==> src/rtl/pc_sequencer_if.sv <==
// Control-side bundle of the PC sequencer: PC register feedback, fetch handshake,
// redirect requests and the interrupt/return-stack status outputs.
interface pc_sequencer_if;
  logic [15:0] pc_cur;
  logic [15:0] pc_next;
  logic        imem_req;
  logic        imem_ready;
  logic        stall;
  logic        branch_taken;
  logic        jump;
  logic        call;
  logic        ret;
  logic [15:0] target;
  logic        irq;
  logic        eret;
  logic        halt;
  logic        irq_ack;
  logic [15:0] epc;
  logic        ras_err;

  // master: the sequencer itself; slave: the PC register / execute-stage side
  modport master (
    input  pc_cur, imem_ready, stall, branch_taken, jump, call, ret, target,
           irq, eret, halt,
    output pc_next, imem_req, irq_ack, epc, ras_err
  );

  modport slave (
    output pc_cur, imem_ready, stall, branch_taken, jump, call, ret, target,
           irq, eret, halt,
    input  pc_next, imem_req, irq_ack, epc, ras_err
  );
endinterface

==> src/rtl/pc_sequencer.sv <==
// Next-PC selection: sequential fetch, branch/jump, call/return via a circular
// return-address stack, interrupt entry/return, stall and halt.
module pc_sequencer #(
  parameter logic [15:0] RESET_VECTOR = 16'h0000,
  parameter logic [15:0] IRQ_VECTOR   = 16'h0010,
  parameter int unsigned RAS_DEPTH    = 4
) (
  input logic          clk,
  input logic          reset,
  pc_sequencer_if.master bus
);

  localparam int PW = $clog2(RAS_DEPTH);
  localparam logic [PW:0] RAS_FULL = (PW+1)'(RAS_DEPTH);

  typedef enum logic [1:0] {S_BOOT, S_RUN, S_HALTED} state_t;

  state_t        r_state, w_state_nxt;
  logic          r_int_en;
  logic [15:0]   r_epc;
  logic [15:0]   r_ras [RAS_DEPTH];
  logic [PW-1:0] r_wp;
  logic [PW:0]   r_cnt;
  logic          r_ras_err;

  logic [15:0]   w_pc_inc, w_seq, w_base, w_top, w_pc_next, w_epc_d;
  logic [PW-1:0] w_top_idx;
  logic          w_ras_empty, w_ras_full, w_irq_take;
  logic          w_push_c, w_pop_c, w_err_c, w_ie_set_c;
  logic          w_push, w_pop, w_err_set, w_ie_set, w_ie_clr, w_epc_ld;
  logic          w_imem_req, w_irq_ack;

  assign w_pc_inc    = bus.pc_cur + 16'd1;
  assign w_ras_empty = (r_cnt == '0);
  assign w_ras_full  = (r_cnt == RAS_FULL);
  // r_wp points at the next free slot; the top of stack sits one below it
  assign w_top_idx   = r_wp - {{(PW-1){1'b0}}, 1'b1};
  assign w_top       = r_ras[w_top_idx];
  assign w_irq_take  = bus.irq & r_int_en;

  // Address the non-interrupt rules select; also the EPC captured on irq entry
  always_comb begin : base_sel
    w_seq      = (bus.imem_ready && !bus.stall) ? w_pc_inc : bus.pc_cur;
    w_base     = w_seq;
    w_push_c   = 1'b0;
    w_pop_c    = 1'b0;
    w_err_c    = 1'b0;
    w_ie_set_c = 1'b0;
    if (bus.halt) begin
      w_base = bus.pc_cur;
    end else if (bus.eret) begin
      w_base     = r_epc;
      w_ie_set_c = 1'b1;
    end else if (bus.ret) begin
      if (!w_ras_empty) begin
        w_base  = w_top;
        w_pop_c = 1'b1;
      end else begin
        w_err_c = 1'b1;
      end
    end else if (bus.call) begin
      w_base   = bus.target;
      w_push_c = 1'b1;
    end else if (bus.jump || bus.branch_taken) begin
      w_base = bus.target;
    end
  end

  always_ff @(posedge clk or posedge reset) begin : state_reg
    if (reset) r_state <= S_BOOT;
    else       r_state <= w_state_nxt;
  end

  always_comb begin : next_state
    w_state_nxt = r_state;
    case (r_state)
      S_BOOT:   w_state_nxt = S_RUN;
      S_RUN:    if (!w_irq_take && bus.halt) w_state_nxt = S_HALTED;
      S_HALTED: if (w_irq_take) w_state_nxt = S_RUN;
      default:  w_state_nxt = S_BOOT;
    endcase
  end

  always_comb begin : outputs
    w_pc_next  = bus.pc_cur;
    w_imem_req = 1'b0;
    w_irq_ack  = 1'b0;
    w_push     = 1'b0;
    w_pop      = 1'b0;
    w_err_set  = 1'b0;
    w_ie_set   = 1'b0;
    w_ie_clr   = 1'b0;
    w_epc_ld   = 1'b0;
    w_epc_d    = r_epc;
    case (r_state)
      S_BOOT: w_pc_next = RESET_VECTOR;
      S_RUN: begin
        w_imem_req = 1'b1;
        // interrupt entry wins outright: no stack traffic, no halt, no eret
        if (w_irq_take) begin
          w_pc_next = IRQ_VECTOR;
          w_irq_ack = 1'b1;
          w_epc_ld  = 1'b1;
          w_epc_d   = w_base;
          w_ie_clr  = 1'b1;
        end else begin
          w_pc_next = w_base;
          w_push    = w_push_c;
          w_pop     = w_pop_c;
          w_err_set = w_err_c;
          w_ie_set  = w_ie_set_c;
        end
      end
      S_HALTED: begin
        if (w_irq_take) begin
          w_pc_next = IRQ_VECTOR;
          w_irq_ack = 1'b1;
          w_epc_ld  = 1'b1;
          w_epc_d   = w_pc_inc;
          w_ie_clr  = 1'b1;
        end
      end
      default: w_pc_next = RESET_VECTOR;
    endcase
  end

  always_ff @(posedge clk or posedge reset) begin : datapath
    if (reset) begin
      r_int_en  <= 1'b1;
      r_epc     <= '0;
      r_wp      <= '0;
      r_cnt     <= '0;
      r_ras_err <= 1'b0;
      for (int i = 0; i < RAS_DEPTH; i++) r_ras[i] <= '0;
    end else begin
      if (w_ie_clr)      r_int_en <= 1'b0;
      else if (w_ie_set) r_int_en <= 1'b1;
      if (w_epc_ld) r_epc <= w_epc_d;
      // a push into a full stack overwrites the oldest entry in the ring
      if (w_push) begin
        r_ras[r_wp] <= w_pc_inc;
        r_wp        <= r_wp + 1'b1;
        if (w_ras_full) r_ras_err <= 1'b1;
        else            r_cnt     <= r_cnt + 1'b1;
      end else if (w_pop) begin
        r_wp  <= w_top_idx;
        r_cnt <= r_cnt - 1'b1;
      end
      if (w_err_set) r_ras_err <= 1'b1;
    end
  end

  assign bus.pc_next  = w_pc_next;
  assign bus.imem_req = w_imem_req;
  assign bus.irq_ack  = w_irq_ack;
  assign bus.epc      = r_epc;
  assign bus.ras_err  = r_ras_err;

endmodule

==> src/flat_wrapper.sv <==
// flat-port wrapper written by rule: the top's interface ports become plain ports
module pc_sequencer_flat 
#(
  parameter logic [15:0] RESET_VECTOR = 16'h0000,
  parameter logic [15:0] IRQ_VECTOR   = 16'h0010,
  parameter int unsigned RAS_DEPTH    = 4
)
  (clk, reset, bus_pc_cur, bus_imem_ready, bus_stall, bus_branch_taken, bus_jump, bus_call, bus_ret, bus_target, bus_irq, bus_eret, bus_halt, bus_pc_next, bus_imem_req, bus_irq_ack, bus_epc, bus_ras_err);
  pc_sequencer_if bus_i ();
  input logic clk;
  input logic reset;
  input wire logic [$bits(bus_i.pc_cur)-1:0] bus_pc_cur;
  input wire logic [$bits(bus_i.imem_ready)-1:0] bus_imem_ready;
  input wire logic [$bits(bus_i.stall)-1:0] bus_stall;
  input wire logic [$bits(bus_i.branch_taken)-1:0] bus_branch_taken;
  input wire logic [$bits(bus_i.jump)-1:0] bus_jump;
  input wire logic [$bits(bus_i.call)-1:0] bus_call;
  input wire logic [$bits(bus_i.ret)-1:0] bus_ret;
  input wire logic [$bits(bus_i.target)-1:0] bus_target;
  input wire logic [$bits(bus_i.irq)-1:0] bus_irq;
  input wire logic [$bits(bus_i.eret)-1:0] bus_eret;
  input wire logic [$bits(bus_i.halt)-1:0] bus_halt;
  output wire logic [$bits(bus_i.pc_next)-1:0] bus_pc_next;
  output wire logic [$bits(bus_i.imem_req)-1:0] bus_imem_req;
  output wire logic [$bits(bus_i.irq_ack)-1:0] bus_irq_ack;
  output wire logic [$bits(bus_i.epc)-1:0] bus_epc;
  output wire logic [$bits(bus_i.ras_err)-1:0] bus_ras_err;
  assign bus_i.pc_cur = bus_pc_cur;
  assign bus_i.imem_ready = bus_imem_ready;
  assign bus_i.stall = bus_stall;
  assign bus_i.branch_taken = bus_branch_taken;
  assign bus_i.jump = bus_jump;
  assign bus_i.call = bus_call;
  assign bus_i.ret = bus_ret;
  assign bus_i.target = bus_target;
  assign bus_i.irq = bus_irq;
  assign bus_i.eret = bus_eret;
  assign bus_i.halt = bus_halt;
  assign bus_pc_next = bus_i.pc_next;
  assign bus_imem_req = bus_i.imem_req;
  assign bus_irq_ack = bus_i.irq_ack;
  assign bus_epc = bus_i.epc;
  assign bus_ras_err = bus_i.ras_err;
  pc_sequencer #(.RESET_VECTOR(RESET_VECTOR), .IRQ_VECTOR(IRQ_VECTOR), .RAS_DEPTH(RAS_DEPTH)) u_core (.clk(clk), .reset(reset), .bus(bus_i));
endmodule
==> config.mk <==
export PLATFORM = sky130hd
export DESIGN_NAME = pc_sequencer_flat
export DESIGN_NICKNAME = d
export VERILOG_FILES = /design/src/rtl/pc_sequencer_if.sv /design/src/rtl/pc_sequencer.sv /design/src/flat_wrapper.sv
export SDC_FILE = /design/constraint.sdc
export NUM_CORES = 1
export LEC_CHECK = 0
export ABC_CLOCK_PERIOD_IN_PS = 5000
export CORE_ASPECT_RATIO = 0.8
export CORE_MARGIN = 1.5
export CORE_UTILIZATION = 56
export CTS_CLUSTER_SIZE = 8
export DETAILED_ROUTE_END_ITERATION = 8
export PLACE_DENSITY_LB_ADDON = 0.1
export SLEW_MARGIN = 15
export SYNTH_ARGS = -nofsm -noshare
export SYNTH_HDL_FRONTEND = slang
export SYNTH_SLANG_ARGS = --single-unit
==> constraint.sdc <==
create_clock -name clk -period 5 [get_ports clk]
set_input_delay 1.25 -clock clk [delete_from_list [all_inputs] [get_ports clk]]
set_output_delay 1.25 -clock clk [all_outputs]
set_load 0.05 [all_outputs]
==> impl_summary.md <==
Clocking
TritonCTS built the clock tree. Once the clock tree was built, the setup fixing pass inserted 0 buffers. The buffer type at the clock tree root is clkbuf_16. The number of clock buffers inserted by TritonCTS is 9. The clock insertion delay at the later pin of the skew report is around 0.34 ns. The number of buffers between clock root and the deepest sink is 2. After clock tree synthesis, the clock-pin slew on the worst setup and hold paths is roughly 0.070 ns.

The CTS H-tree depth is 3. For this design, the sink count on the clock tree is 89.

Min path
In this run the worst hold path is classified as flip-flop to flip-flop.

STA
Setup violations remaining at the end of the flow were counted as 0. The final count of pins violating max slew was 0. Setup repair after global routing left no endpoint under its margin. The worst slew margin relative to its limit is 0.318. The time the worst path needs with I/O delays and setup is a little under 5 ns. The final hold violation count is 0.

Across the routed clock network, the largest skew measured is between 0.009 and 0.01 ns. In the finished design, the share of the clock period the worst path needs comes to 0.988. Derived from the worst setup path, the maximum achievable clock frequency is ~0.20 GHz. The setup TNS is 0 ns. The transition time at the pin with the least slew margin is 1.02 ns.

Setup path
Traced cell by cell, the critical path runs through clkdlybuf4s50_1 > or4b_1 > a21boi_1 > a211oi_1 > or3b_2 > o21ai_0 > buf_4 > buf_12. Counting both buffers and inverters, the worst setup path holds a total of 3. The top cell family by delay on the critical path is compound AO/OA/AOI/OAI gates.

The slowest stage of the critical path belongs to the cell a21boi_1. In this run the worst path has a maximum fanout of 6. The kind of critical path is input port to output port. The worst setup path is launched from an input port. The nature of the critical path endpoint is an output port. The largest stage delay on the critical path is around 0.65 ns. The data required time of the critical path is 3.75 ns.

The arrival time of data at the critical path endpoint is between 3 and 4 ns.

Synthesis
In the synthesized netlist the dominant register cell turns out to be dfrtp_1. Yosys mapped a number of flops with a built-in enable equal to 0. For this run, asynchronously set or reset flops after synthesis account for 1.00. During synthesis, Yosys emitted a total of 0 warnings.

Ranked by instance count, the synthesized netlist is headed by nand2_1 (109), o21ai_0 (91), dfrtp_1 (88). The count of cell types in the netlist is between 60 and 70. The mean instance size in the synthesized netlist is about 9 um^2. The post-synth net total is just under 700. The post-synth design cell area is about 5600 um^2. The register bit total from synthesis is 89. The top cell type by total area after synthesis is dfrtp_1.

The post-synthesis sequential area ratio is 0.400. The share of Yosys cell area claimed by the top area cell type is 0.395. In the synthesized netlist, the number of instances is 635. Sorting the synthesized cells by area gives the leading types as dfrtp_1 (39%), o21ai_0 (8.2%), nand2_1 (7.3%), mux4_2 (6.5%), nor2_1 (2.9%). The most frequent cell after synthesis is nand2_1.

Placement
The post-detailed-placement half-perimeter wirelength is 13.1 mm. During placement, the flow inserted port buffers numbering between 70 and 80. The last weighted congestion value of the routability-driven placer is roughly 1.0. Including well taps, the total number of placed cells is approximately 840.

Power and ir drop
The worst vdd rail ir drop is 0.450 mV. The completed layout was analyzed and its total power is ~4.0 mW. In this run the power density over the cells is 558 nW/um^2. For this design the static power due to leakage is ~3 nW.

Finish
Summing all multi-input logic gate instances after layout gives roughly 3100 um^2. The layout cell share with drive strength beyond 1 is 0.152. The sequential cell area is between 2000 and 2500 um^2.

After the last flow step, the layout net total stands at 771. The repair_antennas step left the layout with diodes totalling 0. Relative to the synthesized area, the layout overhead comes to 27.0%. The final core utilization is 0.734. The final cell count without fillers is about 860. The count of fill cells added during filler insertion is roughly 730.

Floorplan
The die outline area is about 11,000 um^2. The number of top-level design ports is 78. The die is ~110 um wide. For this configuration, the core starts out at a cell density of 0.578. The floorplan row count is 32. The die is 92.3 um tall. The core area is between 9000 and 10,000 um^2.

Global route
The global-route congestion overflow total is 0. The number of global-route vias before repair is 5,486. The initial antenna violation count is 0. The total global routing track utilization is 0.355. The first global-routing pass estimated 28.5 mm of wire.

The maximum number of pins on one net before global-route repair is 38.

Routing
The number of iterations in the first detailed-routing pass is 7. The number of vias per cell is approximately 6.5. The count of nets left with antenna violations once routing finished came out at 0. After detailed routing, the number of remaining DRC violations is 0. The vias after detailed routing is about 5,600. The detailed-route wire length per cell is 21.0 um. The count of routing violations after the opening detailed-route iteration is slightly below 700.

The final layout contains routed wiring with a total length of around 18 mm.

Outcome
The run finished with clean final reports.

Flow run
The number of max-cap violations is 0.
## flip-flops by register name, indices dropped and copies added, names as in the netlist
register            cells
u_core.r_ras           64
u_core.bus.epc         16
u_core.r_cnt            3
u_core.r_state          2
u_core.r_wp             2
u_core.bus.ras_err      1
u_core.r_int_en         1
## per-stage QoR
step                      instance area, um^2  hold WS (ns)  setup WS [ns]
final                                    7080         0.460         0.0606
after global routing                     7080         0.484         0.0100
after CTS                                7080         0.463          0.173
after detailed placement                 6780         0.450          0.197
after global placement                   6780         0.441          0.214
after floorplan                          5580         0.445          0.144
## report_power, final
| part | switching (mW) | internal (mW) | leakage, nW |
|---|---|---|---|
| Clock | 0.301 | 0.390 | 0.140 |
| Sequential | 0.212 | 0.996 | 1.16 |
| Combinational | 1.20 | 0.859 | 1.65 |
| Total | 1.71 | 2.24 | 2.95 |
## what timing repair did
item | in CTS | in global routing
resized for setup | 0 | 2
endpoints found under the setup margin | 0 | 2
hold buffers | 0 | 0
endpoints found under the hold margin | 0 | 0
## metal layers
metal  GRT usage  wire, um  up-vias
li1            -         -     2479
met1       0.487      7300     2740
met2       0.561      8540      334
met3      0.0654      1660       52
met4       0.136       495        0
met5           0         0        -
## worst paths after layout
path / start / to / slack (ns) / cells past startpoint
max in group asynchronous: reset / u_core.r_ras[44] / 2.86 / 3
min in group asynchronous: reset / u_core.r_wp[0] / 1.32 / 2
max reg2reg: u_core.r_state[1] / u_core.r_ras[33] / 1.90 / 6
max: bus_ret / bus_pc_next[13] / 0.06 / 8
min reg2reg: u_core.bus.ras_err / u_core.bus.ras_err / 0.46 / 1
min: u_core.bus.ras_err / u_core.bus.ras_err / 0.46 / 1
## logic make-up (layout without fill, tap and decap cells)
family          count (synthesis)  count (layout)  share of synthesized area
compound gates                204             204                      0.232
xor+xnor                       21              21                     0.0330
fa+ha+maj                      10              10                     0.0238
buf+inv                        64             151                     0.0480
flops                          89              89                      0.400
mux                            22              22                     0.0763
simple gates                  225             225                      0.187
## layout by cell type (no fill, tap or decap), types with 7 or more instances in the layout
cell type,netlist,final
mux4_2,16,16
dfrtp_1,88,88
a21o_1,7,7
nor4_1,8,8
buf_12,0,15
clkdlybuf4s50_1,0,60
nor2_1,43,43
nand3_1,11,11
clkbuf_16,0,9
buf_4,2,46
nand2_1,109,109
ha_1,9,9
inv_1,14,13
a21oi_1,18,18
a31oi_1,14,14
nor3_1,15,15
xnor2_1,16,16
o21ai_0,91,89
## worst reg2reg max path, stage by stage, from the launching register on
cell     delay [ns]
dfrtp_1        0.42
inv_1          0.11
ha_1           0.34
or3b_1         0.49
nor3b_4        0.40
nand2_1        0.68
mux2_2         0.53
## area by class of cell
type,count,share of cell area
tap,136,0.0240
multi-input combinational,482,0.436
sequential,89,0.315
timing repair buffer,121,0.176
inverter,15,0.00812
clock buffer,10,0.0323
clock inverter,5,0.00901
Note: power is estimated with default switching activity, not from simulation.
